--- src/rtl/regfile_dump_reader.sv ---
// rtl/regfile_dump_reader.sv - walks a register-file address window and streams each word out
// Reads through the asynchronous read port one word at a time, holding each until accepted downstream.
module regfile_dump_reader #(
    parameter int ADDR_WIDTH = 5,
    parameter int DATA_WIDTH = 32,
    parameter int DEPTH      = 32
) (
    input  logic                  CLK,
    input  logic                  RST,
    input  logic                  Start,
    input  logic [ADDR_WIDTH-1:0] Base_Addr,
    input  logic [ADDR_WIDTH:0]   Count,
    output logic [ADDR_WIDTH-1:0] Rd_Addr,
    input  logic [DATA_WIDTH-1:0] Rd_Data,
    output logic [DATA_WIDTH-1:0] Out_Data,
    output logic [ADDR_WIDTH-1:0] Out_Addr,
    output logic                  Out_Valid,
    input  logic                  Out_Ready,
    output logic                  Busy,
    output logic                  Done
);

    localparam logic [ADDR_WIDTH:0]   DEPTH_CNT = (ADDR_WIDTH+1)'(DEPTH);
    localparam logic [ADDR_WIDTH-1:0] LAST_ADDR = ADDR_WIDTH'(DEPTH - 1);

    typedef enum logic [1:0] {
        ST_IDLE,
        ST_READ,
        ST_HOLD,
        ST_DONE
    } state_t;

    state_t                  state_q,     state_d;
    logic [ADDR_WIDTH-1:0]   rd_addr_q,   rd_addr_d;
    logic [DATA_WIDTH-1:0]   out_data_q,  out_data_d;
    logic [ADDR_WIDTH-1:0]   out_addr_q,  out_addr_d;
    logic                    out_valid_q, out_valid_d;
    logic                    busy_q,      busy_d;
    logic                    done_q,      done_d;
    logic [ADDR_WIDTH:0]     remaining_q, remaining_d;
    logic [ADDR_WIDTH:0]     count_clamped;

    assign count_clamped = (Count > DEPTH_CNT) ? DEPTH_CNT : Count;

    always_comb begin
        state_d     = state_q;
        rd_addr_d   = rd_addr_q;
        out_data_d  = out_data_q;
        out_addr_d  = out_addr_q;
        out_valid_d = out_valid_q;
        remaining_d = remaining_q;
        case (state_q)
            ST_IDLE: begin
                if (Start) begin
                    rd_addr_d   = Base_Addr;
                    remaining_d = count_clamped;
                    state_d     = (count_clamped == '0) ? ST_DONE : ST_READ;
                end
            end
            ST_READ: begin
                out_data_d  = Rd_Data;
                out_addr_d  = rd_addr_q;
                out_valid_d = 1'b1;
                state_d     = ST_HOLD;
            end
            ST_HOLD: begin
                if (out_valid_q && Out_Ready) begin
                    out_valid_d = 1'b0;
                    remaining_d = remaining_q - (ADDR_WIDTH+1)'(1);
                    if (remaining_q == (ADDR_WIDTH+1)'(1)) begin
                        state_d = ST_DONE;
                    end else begin
                        // Explicit wrap keeps non-power-of-two depths correct.
                        rd_addr_d = (rd_addr_q == LAST_ADDR) ? '0 : rd_addr_q + ADDR_WIDTH'(1);
                        state_d   = ST_READ;
                    end
                end
            end
            ST_DONE: begin
                state_d = ST_IDLE;
            end
            default: begin
                state_d = ST_IDLE;
            end
        endcase
        busy_d = (state_d != ST_IDLE);
        done_d = (state_d == ST_DONE);
    end

    always_ff @(posedge CLK) begin
        if (RST) begin
            state_q     <= ST_IDLE;
            rd_addr_q   <= '0;
            out_data_q  <= '0;
            out_addr_q  <= '0;
            out_valid_q <= 1'b0;
            busy_q      <= 1'b0;
            done_q      <= 1'b0;
            remaining_q <= '0;
        end else begin
            state_q     <= state_d;
            rd_addr_q   <= rd_addr_d;
            out_data_q  <= out_data_d;
            out_addr_q  <= out_addr_d;
            out_valid_q <= out_valid_d;
            busy_q      <= busy_d;
            done_q      <= done_d;
            remaining_q <= remaining_d;
        end
    end

    assign Rd_Addr   = rd_addr_q;
    assign Out_Data  = out_data_q;
    assign Out_Addr  = out_addr_q;
    assign Out_Valid = out_valid_q;
    assign Busy      = busy_q;
    assign Done      = done_q;

endmodule
--- config.mk ---
export PLATFORM = sky130hd
export DESIGN_NAME = regfile_dump_reader
export DESIGN_NICKNAME = d
export VERILOG_FILES = /design/src/rtl/regfile_dump_reader.sv
export SDC_FILE = /design/constraint.sdc
export NUM_CORES = 1
export LEC_CHECK = 0
export BUFFER_PORTS_ARGS = -buffer_cell sky130_fd_sc_hd__buf_2
export CORE_ASPECT_RATIO = 0.7
export CORE_MARGIN = 2
export CORE_UTILIZATION = 50
export DETAILED_ROUTE_END_ITERATION = 10
export GPL_TIMING_DRIVEN = 0
export PLACE_DENSITY_LB_ADDON = 0.12
export SYNTH_ARGS = -nofsm -noshare
export SYNTH_HDL_FRONTEND = slang
export SYNTH_SLANG_ARGS = --single-unit
--- constraint.sdc ---
create_clock -name CLK -period 3.2 [get_ports CLK]
set_clock_uncertainty 0.05 [all_clocks]
set_input_delay 0.48 -clock CLK [delete_from_list [all_inputs] [get_ports CLK]]
set_output_delay 0.48 -clock CLK [all_outputs]
set_load 0.01 [all_outputs]
==> results.yml, run 1 <==
synth:
  netlist_area_mm2: 0.002156
  synth_top_area_share: 0.4922
  seq_area_frac_synth: 0.4922
  synth_compound_area_frac: 0.1991
  yosysWarnings: 0
  yosys.area_share.simple: 0.2345
  synth-xor-area-share: 0.01219
  ys.flop_type: "dfxtp_1"
  ys_async_sr_fraction: 0
  yosys.area.top_type: "dfxtp_1"
  synthCells: 265
  synth_top_family_by_area: "simple AND/OR/NAND/NOR gates"
  synth_edf_count: 0
  ys_types: 37
  muxShareOfSynthArea: 0
  avgSynthCellArea_um2: 8.135
  syn_nets: 316
  ys_seq_elements: 53
  synth_area_leaders: "dfxtp_1 (49%), nand2_1 (13%), a21oi_1 (11%), ha_1 (2.3%), nor2_1 (2.3%)"
  synth-adder-area-share: 0.02322
global_routing:
  grt_usage: 0.2172
  antenna_found_initial: 0
  grt_pass1_wl_um: 8066
  grt_max_degree: 18
  grt_pass1_vias: 1805
  gr-total-overflow: 0
cts:
  clk_latency_ns: 0.31
  post_cts_resize_count: 0
  holdBufCountCts: 0
  clock_sinks: 53
  cts_tree: "yes"
  post_cts_buffers: 0
  clk_pin_slew_ns: 0.10
  cts-root-buf: "clkbuf_8"
  h-tree-depth: 2
  cts_buffers: 5
  clockBufferDepth: 2
finish:
  layout-drive-gt1-share: 0.2948
  layout.nets: 413
  areaGrowthSynthToFinish_pct: 28.50
  n_fill_cell: 358
  antenna_cells: 0
routing:
  drtIter0Drc: 101
  wl_met1_um: 2421
  drt_wl_total_um: 5160
  detail_route.first_pass.iterations: 4
  num_vias: 2072
  met2WireLength_um: 2216
  ant_nets: 0
  wl_per_cell_um: 12.43
  top_layer: "met4"
  route.met3.wl_um: 470
  drcViolationCount: 0
  routed_via_density: 4.993
sta:
  slew-limit-headroom: 0.6426
  worst_pin_slew_ns: 0.5361
  finalCritPeriodShare: 0.6141
  hold_viol: 0
  finalSetupViolCount: 0
  rsz0062_at_grt: "false"
  min_period_ns: 1.965
  hold_ws_ns: 0.3394
  fmax_mhz: 508.9
  slew_violations: 0
  finalSetupTns_ns: 0
job:
  max_cap_violations: 0
pwr:
  power.density_mw_per_mm2: 498.1
  ir_worst_vdd_v: 0.0003151
  leakagePower_uw: 0.001247
die:
  die_y_um: 58.94
  ios: 92
  row_count: 19
  core_area_mm2: 0.004018
  start_util: 0.5366
  dieArea_mm2: 0.004861
  die_w_um: 82.48
setup_path:
  crit_type: "reg -> reg"
  crit_required_ns: 3.41
  worstSetupStartpointType: "flop"
  cp.arrival_ns: 2.17
  crit_chain: "ha_1 > and3_1 > ha_1 > or4b_1 > a21oi_1 > a32o_1"
  critical_path.max_fanout: 6
  cp-end-kind: "flop"
  cpMostUsedCell: "ha_1"
  crit_path_top_delay_cell: "or4b_1"
  critPathMaxStageDelay_ns: 0.51
place:
  portBuffers: 90
  hpwl_um: 3825
  place.gp.congestion: 0.8412
run_status:
  status: "finished clean"
worst_hold_path:
  worstHoldPathType: "in -> reg"
-- through the flow --
step           setup slack, ns    util  area, um2  cells  power, uW
3_3_place_gp             1.277  0.6649       2671    407      988.1
4_1_cts                  1.262  0.6895       2770    415       1388
2_1_floorplan            1.365       -       2156    265      895.1
3_5_place_dp             1.280  0.6649       2671    407      992.2
6_report                 1.235  0.6895       2770    415       1380
5_1_grt                  1.115  0.6895       2770    415       1444
-- where the power goes --
group	switching [uW]	internal, uW
Combinational	140	103
Sequential	33.9	702
Clock	222	178
Total	397	983
-- critical path, delay by kind of cell (launching register included) --
kind / cells / cell delay [ns]
AOI/OAI and AO/OA: 2 / 0.30
and+or+nand+nor: 2 / 0.71
adders and majority gates: 2 / 0.48
DFF: 1 / 0.39
-- state kept, by name (all words and copies together) (netlist names) --
name,cells
Busy,1
Out_Addr,5
Out_Data,32
state_q,2
remaining_q,6
Out_Valid,1
Rd_Addr,5
Done,1
-- cells by family after synthesis --
kind of cell / after synthesis
buffers and inverters: 21
adders and majority gates: 4
AOI/OAI and AO/OA: 70
xor gates and xnor gates: 3
and+or+nand+nor: 114
DFF: 53
-- Yosys cell counts (all sizes together), types with 2 or more instances --
library cell	instances
o21ai	3
inv	5
nand3	2
a31oi	2
nor3b	2
buf	9
nor2	13
a221oi	3
nor3	8
xor2	2
ha	4
dfxtp	53
clkbuf	7
a21oi	48
nand2	77
a21o	2
nand2b	4
or4	2
a211oi	6
-- placed cells by master, fill, tap and decap left out, types with 5 or more instances in the layout --
cell type,synthesis,layout
clkbuf_8,0,6
buf_1,5,5
nor3_1,7,7
a21oi_1,48,48
dfxtp_1,53,53
nand2_1,77,77
a211oi_1,6,6
buf_2,4,94
nor2_1,13,13
clkbuf_1,7,7
inv_1,5,5
-- routing by layer --
metal	global-route usage	up-vias
li1	-	1093
met1	0.3009	901
met2	0.3203	71
met3	0.07515	7
met4	0.06429	0
met5	0	-
-- final cells by class --
class | instances | area, um2 | area share
timing repair buffer | 90 | 450.4 | 0.1626
clock inverter | 2 | 16.27 | 0.005872
buffer | 16 | 65.06 | 0.02349
sequential | 53 | 1061 | 0.3830
tap | 52 | 65.06 | 0.02349
clock buffer | 6 | 82.58 | 0.02981
inverter | 5 | 18.77 | 0.006775
multi-input combinational | 191 | 1011 | 0.3650
-- worst paths after layout --
check / cells after the start / to / slack [ns] / start
setup reg to reg: 6 / Rd_Addr[2] / 1.24 / Rd_Addr[0]
hold reg to reg: 2 / Out_Data[7] / 0.41 / Out_Data[7]
setup / recovery: 6 / Rd_Addr[2] / 1.24 / Rd_Addr[0]
hold / removal: 3 / Out_Data[27] / 0.34 / Rd_Data[27]
(Power assumes the default switching activity.)
==> run 2: changes to the inputs <==
- CORE_UTILIZATION: 50 -> 47
- clock period: 3.2 -> 2 ns (I/O delays scaled with it)
==> run 2 against run 1 <==
  * Non-clock buffer count increased by 2
  * Cell count is 1.2% higher
  * Worst setup slack lost 1.2 ns
  * Via count is 3.0% higher
  * Largest power group unchanged
  * Register-to-register slack worse by 1.2 ns
  * Combinational power increased by 64%
  * Routed wire length is 1.4% higher
  * Clock power up 82%
==> results.yml, run 2 (same netlist as run 1, synthesis figures left out) <==
cts:
  clk_latency_ns: 0.30
  clock_sinks: 53
  cts-root-buf: "clkbuf_8"
  clockBufferDepth: 2
  clk_pin_slew_ns: 0.10
  holdBufCountCts: 0
  cts_buffers: 5
  h-tree-depth: 2
  cts_tree: "yes"
finish:
  regArea_mm2: 0.001062
  areaGrowthSynthToFinish_pct: 30.24
  final_common_cell: "buf_2"
  largest_reg_flops: 32
  utilization: 0.6411
  multi_input_area_mm2: 0.001015
  final_area_mm2: 0.002808
  final_cell_mix: "buf_2 (94), nand2_1 (77), dfxtp_1 (52)"
  fin_cells: 420
  layout-drive-gt1-share: 0.3041
  layout.nets: 415
  n_fill_cell: 414
  antenna_cells: 0
routing:
  drtIter0Drc: 91
  drt_wl_total_um: 5230
  routed_via_density: 5.083
  drcViolationCount: 0
  wl_per_cell_um: 12.45
  detail_route.first_pass.iterations: 4
  ant_nets: 0
  num_vias: 2135
sta:
  finalCritPeriodShare: 0.9785
  worst_pin_slew_ns: 0.5475
  slew-limit-headroom: 0.6350
  fmax_mhz: 511.0
  hold_viol: 0
  slew_violations: 0
  min_period_ns: 1.957
  finalSetupViolCount: 0
  finalSetupTns_ns: 0
setup_path:
  critical_path.max_fanout: 6
  r2r_start: "Rd_Addr[0]"
  worstSetupStartpointType: "flop"
  reg2reg_to: "Rd_Addr[2]"
  reg2reg_depth: 6
  regToRegSetupSlack_ns: 0.04
  crit_type: "reg -> reg"
  cp.arrival_ns: 2.16
  cp-end-kind: "flop"
  crit_required_ns: 2.20
worst_hold_path:
  min_to: "Out_Data[16]"
  worstHoldPathType: "in -> reg"
  hold_path_depth: 3
  min_from: "Rd_Data[16]"
pwr:
  finalPower_uw: 2303
  ir_worst_vdd_v: 0.0004777
  power.density_mw_per_mm2: 820.2
  leakagePower_uw: 0.001268
place:
  place.gp.congestion: 0.8904
  hpwl_um: 3901
  place_inst: 410
  portBuffers: 90
  dpl_cell_area_mm2: 0.002675
die:
  die_y_um: 60.67
  row_count: 20
  start_util: 0.4923
  ios: 92
  die_w_um: 84.95
  dieArea_mm2: 0.005153
  core_area_mm2: 0.004379
global_routing:
  grt_pass1_wl_um: 8079
  grt_max_degree: 18
  grt_usage: 0.1980
  gr-total-overflow: 0
  antenna_found_initial: 0
  grt_pass1_vias: 1844
job:
  max_cap_violations: 0
run_status:
  status: "finished clean"
==> run 2: changes by cell type in the layout (fill, tap and decap cells not counted) <==
cell / before / now
a21oi_1: 48 / 47
clkinv_2: 0 / 1
bufinv_16: 0 / 1
dfxtp_1: 53 / 52
clkinvlp_4: 1 / 0
dfxtp_2: 0 / 1
clkbuf_8: 6 / 5
a21oi_2: 0 / 1
buf_4: 0 / 2
==> run 2: worst max path at each step <==
stage	endpoint	startpoint
finish	Rd_Addr[2]	Rd_Addr[0]
global route	Rd_Addr[2]	Rd_Addr[0]
CTS	Rd_Addr[2]	Rd_Addr[0]
detailed placement	Rd_Addr[2]	Rd_Addr[0]
global placement	Rd_Addr[2]	Rd_Addr[0]
floorplan	Rd_Addr[2]	Rd_Addr[0]
==> run 2: cell type report <==
cell class | instances | share of cell area
timing repair buffer | 92 | 0.1658
multi-input combinational | 191 | 0.3614
tap | 55 | 0.02451
clock inverter | 3 | 0.01560
clock buffer | 5 | 0.02451
buffer | 16 | 0.02317
sequential | 53 | 0.3783
inverter | 5 | 0.006684
==> run 2: per-layer routing <==
metal | wire [um] | GRT usage | up-vias
met5 | 0 | 0 | -
li1 | - | - | 1101
met3 | 413 | 0.06395 | 4
met1 | 2579 | 0.2704 | 959
met2 | 2210 | 0.3047 | 71
met4 | 26 | 0.05896 | 0
==> run 2: worst max-delay path: stages, from the launching register on <==
cell     delay, ns
dfxtp_2       0.37
ha_1          0.24
and3_1        0.20
ha_1          0.23
or4b_1        0.54
a21oi_2       0.15
a32o_1        0.13
==> run 2: repair_timing <==
item,CTS,global route
endpoints found under the setup margin,0,1
gates resized for setup,0,2
endpoints found under the hold margin,0,0
setup buffers,0,2
==> run 2: report_power, final <==
| group | internal (uW) | switching (uW) | total (uW) |
|---|---|---|---|
| logic | 171 | 227 | 399 |
| clock network | 375 | 351 | 727 |
| registers | 1120 | 54.7 | 1180 |
| total | 1670 | 633 | 2300 |
==> run 2: per-stage QoR <==
| stage | setup WS, ns | hold WS, ns |
|---|---|---|
| detailed placement | 0.06261 | 0.3934 |
| global placement | 0.08775 | 0.3888 |
| floorplan | 0.1651 | 0.3457 |
| finish | 0.04294 | 0.1634 |
| global route | -0.007994 | 0.1505 |
| CTS | 0.04381 | 0.1537 |
